$ cat config.mk
export PLATFORM = sky130hd
export DESIGN_NAME = cdb_arbiter
export DESIGN_NICKNAME = d
export VERILOG_FILES = /design/src/rtl/cdb_arbiter_pkg.sv /design/src/rtl/cdb_arbiter_rr_pick.sv /design/src/rtl/cdb_arbiter.sv
export SDC_FILE = /design/constraint.sdc
export NUM_CORES = 1
export LEC_CHECK = 0
export BUFFER_PORTS_ARGS = -buffer_cell sky130_fd_sc_hd__buf_2
export CAP_MARGIN = 5
export CORE_ASPECT_RATIO = 1.1
export CORE_UTILIZATION = 41
export DETAILED_ROUTE_END_ITERATION = 8
export GPL_TIMING_DRIVEN = 0
export MAX_ROUTING_LAYER = met4
export PLACE_DENSITY_LB_ADDON = 0.1
export SLEW_MARGIN = 5
export SYNTH_ARGS = -nofsm -noshare
export SYNTH_HDL_FRONTEND = slang
export SYNTH_HIERARCHICAL = 1
export SYNTH_SLANG_ARGS = --single-unit
export TNS_END_PERCENT = 30
$ cat constraint.sdc
create_clock -name clk -period 3.17 [get_ports clk]
set_clock_uncertainty 0.1 [all_clocks]
set_input_delay 0.317 -clock clk [delete_from_list [all_inputs] [get_ports clk]]
set_output_delay 0.317 -clock clk [all_outputs]
set_load 0.01 [all_outputs]
$ cat src/rtl/cdb_arbiter_pkg.sv
// Shared constants for the common-data-bus arbiter: unit indices, default
// widths, the reserved "no tag" label and a modulo-increment helper.
package cdb_arbiter_pkg;

  localparam int UNIT_ALU = 0;
  localparam int UNIT_MUL = 1;
  localparam int UNIT_DIV = 2;
  localparam int UNIT_LS  = 3;

  localparam int CDB_N_REQ   = 4;
  localparam int CDB_LABEL_W = 4;
  localparam int CDB_DATA_W  = 32;
  localparam int CDB_CNT_W   = 16;

  // Label value reserved to mean "no tag"; never broadcast.
  localparam int NO_TAG = 0;

  function automatic int wrap_inc(input int idx, input int n);
    return (idx + 1) % n;
  endfunction

endpackage

$ cat src/rtl/cdb_arbiter_rr_pick.sv
// Combinational round-robin picker: first eligible index at or above ptr,
// wrapping modulo N.
module cdb_arbiter_rr_pick #(
  parameter int N     = 4,
  parameter int PTR_W = 2
) (
  input  logic [N-1:0]     eligible,
  input  logic [PTR_W-1:0] ptr,
  output logic [N-1:0]     onehot,
  output logic [PTR_W-1:0] index,
  output logic             any
);

  always_comb begin
    int idx;
    onehot = '0;
    index  = '0;
    any    = 1'b0;
    idx    = 0;
    // Walk from the farthest offset down so the offset nearest ptr wins.
    for (int k = N - 1; k >= 0; k--) begin
      idx = (int'(ptr) + k) % N;
      if (eligible[PTR_W'(idx)]) begin
        onehot               = '0;
        onehot[PTR_W'(idx)]  = 1'b1;
        index                = PTR_W'(idx);
        any                  = 1'b1;
      end
    end
  end

endmodule

$ cat src/rtl/cdb_arbiter.sv
// Round-robin arbiter for the common data bus: one grant per cycle, registered
// broadcast of the winner's label/result, broadcast counter and tag-error flag.
module cdb_arbiter
  import cdb_arbiter_pkg::*;
#(
  parameter int N_REQ   = CDB_N_REQ,
  parameter int DATA_W  = CDB_DATA_W,
  parameter int LABEL_W = CDB_LABEL_W,
  parameter int CNT_W   = CDB_CNT_W
) (
  input  logic                     clk,
  input  logic                     nRST,
  input  logic [N_REQ-1:0]         require,
  input  logic [N_REQ*LABEL_W-1:0] labelIn,
  input  logic [N_REQ*DATA_W-1:0]  dataIn,
  output logic [N_REQ-1:0]         requireAC,
  output logic                     BCEN,
  output logic [LABEL_W-1:0]       BClabel,
  output logic [DATA_W-1:0]        BCdata,
  output logic [CNT_W-1:0]         bcCount,
  output logic                     tagErr
);

  localparam int PTR_W = (N_REQ > 1) ? $clog2(N_REQ) : 1;

  logic [LABEL_W-1:0] label_arr [N_REQ];
  logic [DATA_W-1:0]  data_arr  [N_REQ];
  logic [N_REQ-1:0]   eligible;
  logic [N_REQ-1:0]   bad_tag;

  logic [PTR_W-1:0]   ptr_reg;
  logic [PTR_W-1:0]   ptr_next;
  logic               bcen_reg;
  logic [LABEL_W-1:0] label_reg;
  logic [DATA_W-1:0]  data_reg;
  logic [CNT_W-1:0]   cnt_reg;
  logic               err_reg;

  logic [N_REQ-1:0]   pick_onehot;
  logic [PTR_W-1:0]   pick_index;
  logic               pick_any;

  genvar gi;
  generate
    for (gi = 0; gi < N_REQ; gi++) begin : g_unpack
      assign label_arr[gi] = labelIn[gi*LABEL_W +: LABEL_W];
      assign data_arr[gi]  = dataIn[gi*DATA_W +: DATA_W];
      assign eligible[gi]  = require[gi] && (label_arr[gi] != LABEL_W'(NO_TAG));
      assign bad_tag[gi]   = require[gi] && (label_arr[gi] == LABEL_W'(NO_TAG));
    end
  endgenerate

  cdb_arbiter_rr_pick #(
    .N     (N_REQ),
    .PTR_W (PTR_W)
  ) u_pick (
    .eligible (eligible),
    .ptr      (ptr_reg),
    .onehot   (pick_onehot),
    .index    (pick_index),
    .any      (pick_any)
  );

  // Accept depends only on requests and ptr, never on the broadcast registers.
  assign requireAC = nRST ? pick_onehot : '0;
  assign ptr_next  = PTR_W'(wrap_inc(int'(pick_index), N_REQ));

  always_ff @(posedge clk) begin
    if (!nRST) begin
      ptr_reg   <= '0;
      bcen_reg  <= 1'b0;
      label_reg <= '0;
      data_reg  <= '0;
      cnt_reg   <= '0;
      err_reg   <= 1'b0;
    end else begin
      bcen_reg <= pick_any;
      if (pick_any) begin
        label_reg <= label_arr[pick_index];
        data_reg  <= data_arr[pick_index];
        ptr_reg   <= ptr_next;
        cnt_reg   <= cnt_reg + CNT_W'(1);
      end
      if (|bad_tag) begin
        err_reg <= 1'b1;
      end
    end
  end

  assign BCEN    = bcen_reg;
  assign BClabel = label_reg;
  assign BCdata  = data_reg;
  assign bcCount = cnt_reg;
  assign tagErr  = err_reg;

endmodule

# After elaboration in Yosys (flattened, before gate mapping)
# Cells that the tools add are included.
totals:
  regBits: 56
  latchBits: 0
  mem_bits_rw: 0
  mem_bits_ro: 0
  out_inout_bits: 58
  mem_count: 0
op_classes:
  add_sub_neg: 5
  mul: 0
  div_mod_pow: 0
  order_cmp: 9
  eq_ne: 0
  shifts: 0
  muxes: 39
  bitwise_logic: 1
  reduce_logical: 21
ops:
  columns: ["operator", "count"]
  rows:
  - ["32-bit binary-select mux with 2-bit select", 1]
  - ["32-bit 2-to-1 mux", 2]
  - ["4-bit 2-to-1 mux", 7]
  - ["16-bit by 1-bit adder with 16-bit output (second input constant)", 1]
  - ["4-bit logical NOT", 4]
  - ["2-bit by 4-bit < comparator with 1-bit output (second input constant)", 4]
  - ["1-bit 2-to-1 mux", 16]
  - ["4-bit nonzero test", 4]
  - ["1-bit logical AND", 12]
  - ["1-bit binary-select mux with 2-bit select", 4]
  - ["4-bit binary-select mux with 2-bit select", 1]
  - ["1-bit demux with 2-bit select", 4]
  - ["2-bit by 1-bit >= comparator with 1-bit output (second input constant)", 4]
  - ["2-bit 2-to-1 mux", 4]
  - ["2-bit by 1-bit adder with 2-bit output (second input constant)", 2]
  - ["2-bit adder (second input constant)", 2]
  - ["4-bit OR reduction", 1]
  - ["3-bit >= comparator (second input constant)", 1]
  - ["2-bit NOT with 3-bit output", 1]

# Longest topological paths before layout
depth:
  word_depth: 13
  ltp_mapped: 14
  depth_no_buf: 9

# Modules after synthesis
# Netlist, hierarchy kept.
by_module_without_submodules:
  columns: ["mod", "instances", "cells_each", "area_each_um2", "seq_area_each_um2"]
  rows:
  - ["cdb_arbiter", 1, 272, 3076.7, 1121.1]
  - ["cdb_arbiter_rr_pick", 1, 78, 643.1, 0.0]

# Least setup slack after synthesis
# OpenSTA, ideal clock, no wires.
synth_path:
  path_kind: "reg2reg"
  start: "register ptr_reg[0]"
  end: "register data_reg[16], in the netlist BCdata[16]"
  setup_ps: 128
  arrival_time_ps: 3032
  required_time_ps: 2942
  slack_ps: -90
  stages_incl_launch_ff: 15
  n_path_buf: 5
  cell_sequence: "dfxtp_1 -> buf_6 -> buf_6 -> inv_1 -> ha_1 -> buf_2 -> mux4_2 -> nor3b_1 -> a21oi_1 -> o311ai_0 -> buf_4 -> buf_4 -> mux4_2 -> mux2i_1 -> nor2_1"
synth_between:
  elab_chain_len: 12
  elab_cells_between_ends: 27
synth_lines:
  columns: ["element", "line", "text"]
  rows:
  - ["from (decl)", "cdb_arbiter.sv:31", "logic [PTR_W-1:0] ptr_reg;"]
  - ["from (signal assigned)", "cdb_arbiter.sv:81", "ptr_reg <= ptr_next;"]
  - ["2-bit adder", "cdb_arbiter_rr_pick.sv:22", "idx = (int'(ptr) + k) % N;"]
  - ["1-bit binary-select mux with 2-bit select", "cdb_arbiter_rr_pick.sv:23", "if (eligible[PTR_W'(idx)]) begin"]
  - ["1-bit 2-to-1 mux (not written as such) (2 in a row)", "cdb_arbiter_rr_pick.sv:23", null]
  - ["2-bit 2-to-1 mux (3 in a row)", "cdb_arbiter_rr_pick.sv:23", null]
  - ["2-bit 2-to-1 mux (*)", "cdb_arbiter_rr_pick.sv:23", null]
  - ["via pick_index[0]", "cdb_arbiter.sv:40", "logic [PTR_W-1:0] pick_index;"]
  - ["2-bit NOT with 3-bit output (not written as such) (*)", "cdb_arbiter.sv:80", "data_reg <= data_arr[pick_index];"]
  - ["32-bit binary-select mux with 2-bit select (*)", "cdb_arbiter.sv:80", null]
  - ["32-bit 2-to-1 mux (not written as such) (*) (2 in a row)", "cdb_arbiter.sv:80", null]
  - ["to (signal assigned)", "cdb_arbiter.sv:80", null]
  - ["to (decl)", "cdb_arbiter.sv:35", "logic [DATA_W-1:0] data_reg;"]
# Mark *: on every way through the listed nets, which the timed path passes. The rest lies on a longest branch. The select of a mux whose other input is x is not followed.
# A chain may end at the register's enable or synchronous reset.

# Worst setup path in the final report
layout_path:
  start: "input port labelIn[15]"
  end: "register data_reg[26], in the netlist BCdata[26]"
layout_between:
  elab_chain_len: 13
  elab_cells_between_ends: 26
layout_lines:
  columns: ["element", "line", "text"]
  rows:
  - ["from (decl)", "cdb_arbiter.sv:14", "input logic [N_REQ*LABEL_W-1:0] labelIn,"]
  - ["4-bit nonzero test (*)", "cdb_arbiter.sv:48", "assign eligible[gi] = require[gi] && (label_arr[gi] != LABEL_W'(NO_TAG));"]
  - ["1-bit logical AND (*)", "cdb_arbiter.sv:48", null]
  - ["via eligible[3]", "cdb_arbiter.sv:28", "logic [N_REQ-1:0] eligible;"]
  - ["1-bit binary-select mux with 2-bit select", "cdb_arbiter_rr_pick.sv:23", null]
  - ["1-bit 2-to-1 mux (not written as such) (2 in a row)", "cdb_arbiter_rr_pick.sv:23", null]
  - ["2-bit 2-to-1 mux (3 in a row)", "cdb_arbiter_rr_pick.sv:23", null]
  - ["2-bit 2-to-1 mux (*)", "cdb_arbiter_rr_pick.sv:23", null]
  - ["via pick_index[0]", "cdb_arbiter.sv:40", null]
  - ["2-bit NOT with 3-bit output (not written as such) (*)", "cdb_arbiter.sv:80", null]
  - ["32-bit binary-select mux with 2-bit select (*)", "cdb_arbiter.sv:80", null]
  - ["32-bit 2-to-1 mux (not written as such) (*) (2 in a row)", "cdb_arbiter.sv:80", null]
# Marked as above.

==> results.sh <==
export IMPL_grt_pass1_vias=3522
export IMPL_async_flop_share_pct=0
export IMPL_regToRegStartpoint="ptr_reg[0]$_SDFFE_PN0P_"
export IMPL_antenna_found_initial=0
export IMPL_final_nets=737
export IMPL_p_per_area_mw_per_mm2=782.5
export IMPL_hold_violations=0
export IMPL_r2r_cells=14
export IMPL_min_period_ps=3098
export IMPL_max_vdd_ir_drop_uv=491.5
export IMPL_drtIter0Drc=134
export IMPL_detail_route_wl_per_cell_um=16.45
export IMPL_synth_edf_count=0
export IMPL_worst_slew_margin_rel_pct=62.35
export IMPL_htreeDepth=2
export IMPL_critPathSlowestCell="mux4_2"
export IMPL_diodes=0
export IMPL_ant_nets=0
export IMPL_grt_pass1_wl_um=17550
export IMPL_crit_path_frequent_cell="mux4_2"
export IMPL_finalPower_mw=4.117
export IMPL_worst_slew_pin_slew_ps=549.1
export IMPL_netlist_instances=350
export IMPL_maxCapViolCount=0
export IMPL_cts_clk_slew_worst_paths_ps=110
export IMPL_start_kind="input pin"
export IMPL_die_y_um=101.9
export IMPL_synth_fp_nets=509
export IMPL_drt_vias_per_instance=5.338
export IMPL_num_rows=36
export IMPL_ys_seq_area_share_pct=30.14
export IMPL_wl_um=11400
export IMPL_whs_path_depth=3
export IMPL_layout_drive_gt1_share_pct=53.71
export IMPL_io_pins=208
export IMPL_numCtsBuffers=5
export IMPL_min_path_type="input pin to register"
export IMPL_critical_path_max_fanout=10
export IMPL_cp_required_ps=3270
export IMPL_status="finished, final reports clean"
export IMPL_path_cells="buf_2 > nor4_4 > nor2b_2 > buf_4 > mux4_2 > nor3b_2 > a21oi_2 > o311ai_2 > buf_6 > bufbuf_16 > mux4_2 > mux2i_1 > nor2_1"
export IMPL_portBuffers=207
export IMPL_multi_input_area_mm2=0.002491
export IMPL_post_dp_hpwl_um=8876
export IMPL_syn_cell_area_mm2=0.003720
export IMPL_start_util_pct=42.13
export IMPL_drc=0
export IMPL_synthDistinctLibCells=47
export IMPL_hp_start="require[1]"
export IMPL_cpPeakStageDelay_ps=590
export IMPL_grt_start_max_net_pins=20
export IMPL_clk_latency_ps=320
export IMPL_path_class="input pin to register"
export IMPL_grtUsageTotal_pct=24.29
export IMPL_finalCritPeriodShare_pct=97.74
export IMPL_finalSetupViolations=0
export IMPL_clk_path_buf_depth=2
export IMPL_p_leak_nw=2.595
export IMPL_synth_avg_cell_area_um2=10.63
export IMPL_drv_slew=0
export IMPL_fp_dieW_um=92.82
export IMPL_largest_reg_flops=32
export IMPL_area_delta_synth_final_pct=41.44
export IMPL_yosys_warnings=6
export IMPL_ys_ff_latch=56
export IMPL_reg2reg_slack_ps=90
export IMPL_place_congestion=0.8352
export IMPL_stdcell_count=693
export IMPL_via_count=3699
export IMPL_clockRootBuffer="clkbuf_8"
export IMPL_drt_pass1_iter_count=4
export IMPL_arrival_ps=3200
export IMPL_cts_num_sinks=56
export IMPL_synth_main_ff_cell="dfxtp_1"
export IMPL_overflow=0
export IMPL_dp_cells=671
export IMPL_whs_endpoint="tagErr$_SDFFE_PN0P_"
export IMPL_n_fill_cell=818
export IMPL_regArea_mm2=0.001129
export IMPL_die_area_mm2=0.009458
export IMPL_endpoint_kind="register"
export IMPL_core_area_mm2=0.008828
export IMPL_r2r_end="BCdata[26]$_SDFFE_PN0P_"
export IMPL_cts_tree="yes"
export IMPL_clock_fmax_mhz=322.7
-- power breakdown --
part	internal (mW)	total [mW]	switching [mW]
Combinational	1.49	2.66	1.17
Clock	0.163	0.427	0.264
Sequential	0.905	1.03	0.120
Total	2.56	4.12	1.56
-- worst max-delay path by stage --
stage | start | endpoint | cells past startpoint
floorplan | labelIn[14] | BCdata[26]$_SDFFE_PN0P_ | 12
global placement | labelIn[14] | BClabel[2]$_SDFFE_PN0P_ | 13
detailed placement | labelIn[14] | BClabel[2]$_SDFFE_PN0P_ | 13
CTS | labelIn[14] | BCdata[26]$_SDFFE_PN0P_ | 13
global route | labelIn[11] | BCdata[29]$_SDFFE_PN0P_ | 13
finish | labelIn[15] | BCdata[26]$_SDFFE_PN0P_ | 13
-- metal layers --
| metal | share of wire (%) | up-vias | wire (um) | GRT usage (%) |
|---|---|---|---|---|
| li1 | - | 1775 | - | - |
| met1 | 39 | 1773 | 4489 | 28.52 |
| met2 | 54 | 139 | 6206 | 43.10 |
| met3 | 4.7 | 12 | 538 | 4.167 |
| met4 | 1.4 | 0 | 165 | 6.272 |
| met5 | 0 | - | 0 | - |
-- cell type report --
type,instances,share of cell area (%)
Tap cell,114,2.711
Multi-Input combinational cell,261,47.35
Sequential cell,56,21.45
Clock buffer,5,1.308
Inverter,4,0.2854
Timing Repair Buffer,223,22.59
Buffer,27,3.781
Clock inverter,3,0.5232
-- stage by stage --
step | setup slack [ps] | util, % | instance area (um2) | hold WS, ps | setup TNS (ps)
after floorplan | 16.82 | - | 3732 | 367.4 | 0
after global placement | -637.5 | 55.63 | 4911 | 352.3 | -19060
after detailed placement | -676.0 | 55.63 | 4911 | 369.0 | -20310
after CTS | 6.478 | 58.38 | 5154 | 200.0 | 0
after global routing | -22.53 | 59.59 | 5261 | 200.6 | -41.99
final | 71.50 | 59.59 | 5261 | 203.7 | 0
-- worst max-delay path: cells and delay by family --
kind                   cells  cell delay, ps
AO/OA/AOI/OAI              2             170
buffers and inverters      4             780
multiplexers               3            1220
AND/OR/NAND/NOR            4             710
-- Yosys cell counts (3+ instances only) --
master / instances / area share [%]
a21oi_1: 8 / 1.1
ha_1: 9 / 3.0
mux4_2: 38 / 23
nor4_1: 5 / 0.84
nor4b_1: 3 / 0.71
a211oi_1: 6 / 1.2
buf_6: 3 / 0.91
buf_4: 3 / 0.61
dfxtp_1: 56 / 30
mux2i_1: 42 / 11
clkbuf_1: 7 / 0.71
nor2_1: 52 / 5.2
and4_1: 3 / 0.71
nand3_1: 9 / 1.2
nor2b_1: 4 / 0.67
nand3b_1: 3 / 0.61
and2_1: 7 / 1.2
buf_2: 16 / 2.2
xor2_1: 7 / 1.6
o21ai_0: 8 / 1.1
or3_1: 3 / 0.50
nand2b_1: 3 / 0.50
nand4_1: 8 / 1.3
inv_1: 3 / 0.30
nand2_1: 12 / 1.2
-- logic make-up after synthesis --
group	Yosys count	share of synthesized area [%]
adders and majority gates	9	3.027
DFF	56	30.14
buffers and inverters	33	4.776
xor gates and xnor gates	9	2.119
muxes	82	34.91
and+or+nand+nor	124	17.49
AOI/OAI and AO/OA	37	7.535
-- repair_timing --
| action | 4_1_cts | 5_1_grt |
|---|---|---|
| resized for setup | 18 | 14 |
| setup buffers | 7 | 8 |
| setup endpoints to repair | 41 | 37 |
| pin swaps | 1 | 4 |
| cloned | 1 | 0 |
| hold buffers | 0 | 0 |
-- cell usage in the layout (no fill, tap or decap), types with 3 or more instances in the layout --
cell | netlist | routed
and4_1 | 3 | 3
or3_1 | 3 | 3
mux4_2 | 38 | 38
xor2_1 | 7 | 7
nand2_1 | 12 | 12
nand2b_1 | 3 | 3
nand3b_1 | 3 | 3
nand4_1 | 8 | 8
ha_1 | 9 | 9
buf_2 | 16 | 217
mux2i_1 | 42 | 42
a211oi_1 | 6 | 6
nand3_1 | 9 | 9
buf_4 | 3 | 16
and2_1 | 7 | 7
dfxtp_1 | 56 | 54
clkbuf_8 | 0 | 5
nor2_1 | 52 | 52
clkbuf_1 | 7 | 7
buf_6 | 3 | 4
a21oi_1 | 8 | 7
o21ai_0 | 8 | 8
(Power assumes the default switching activity.)
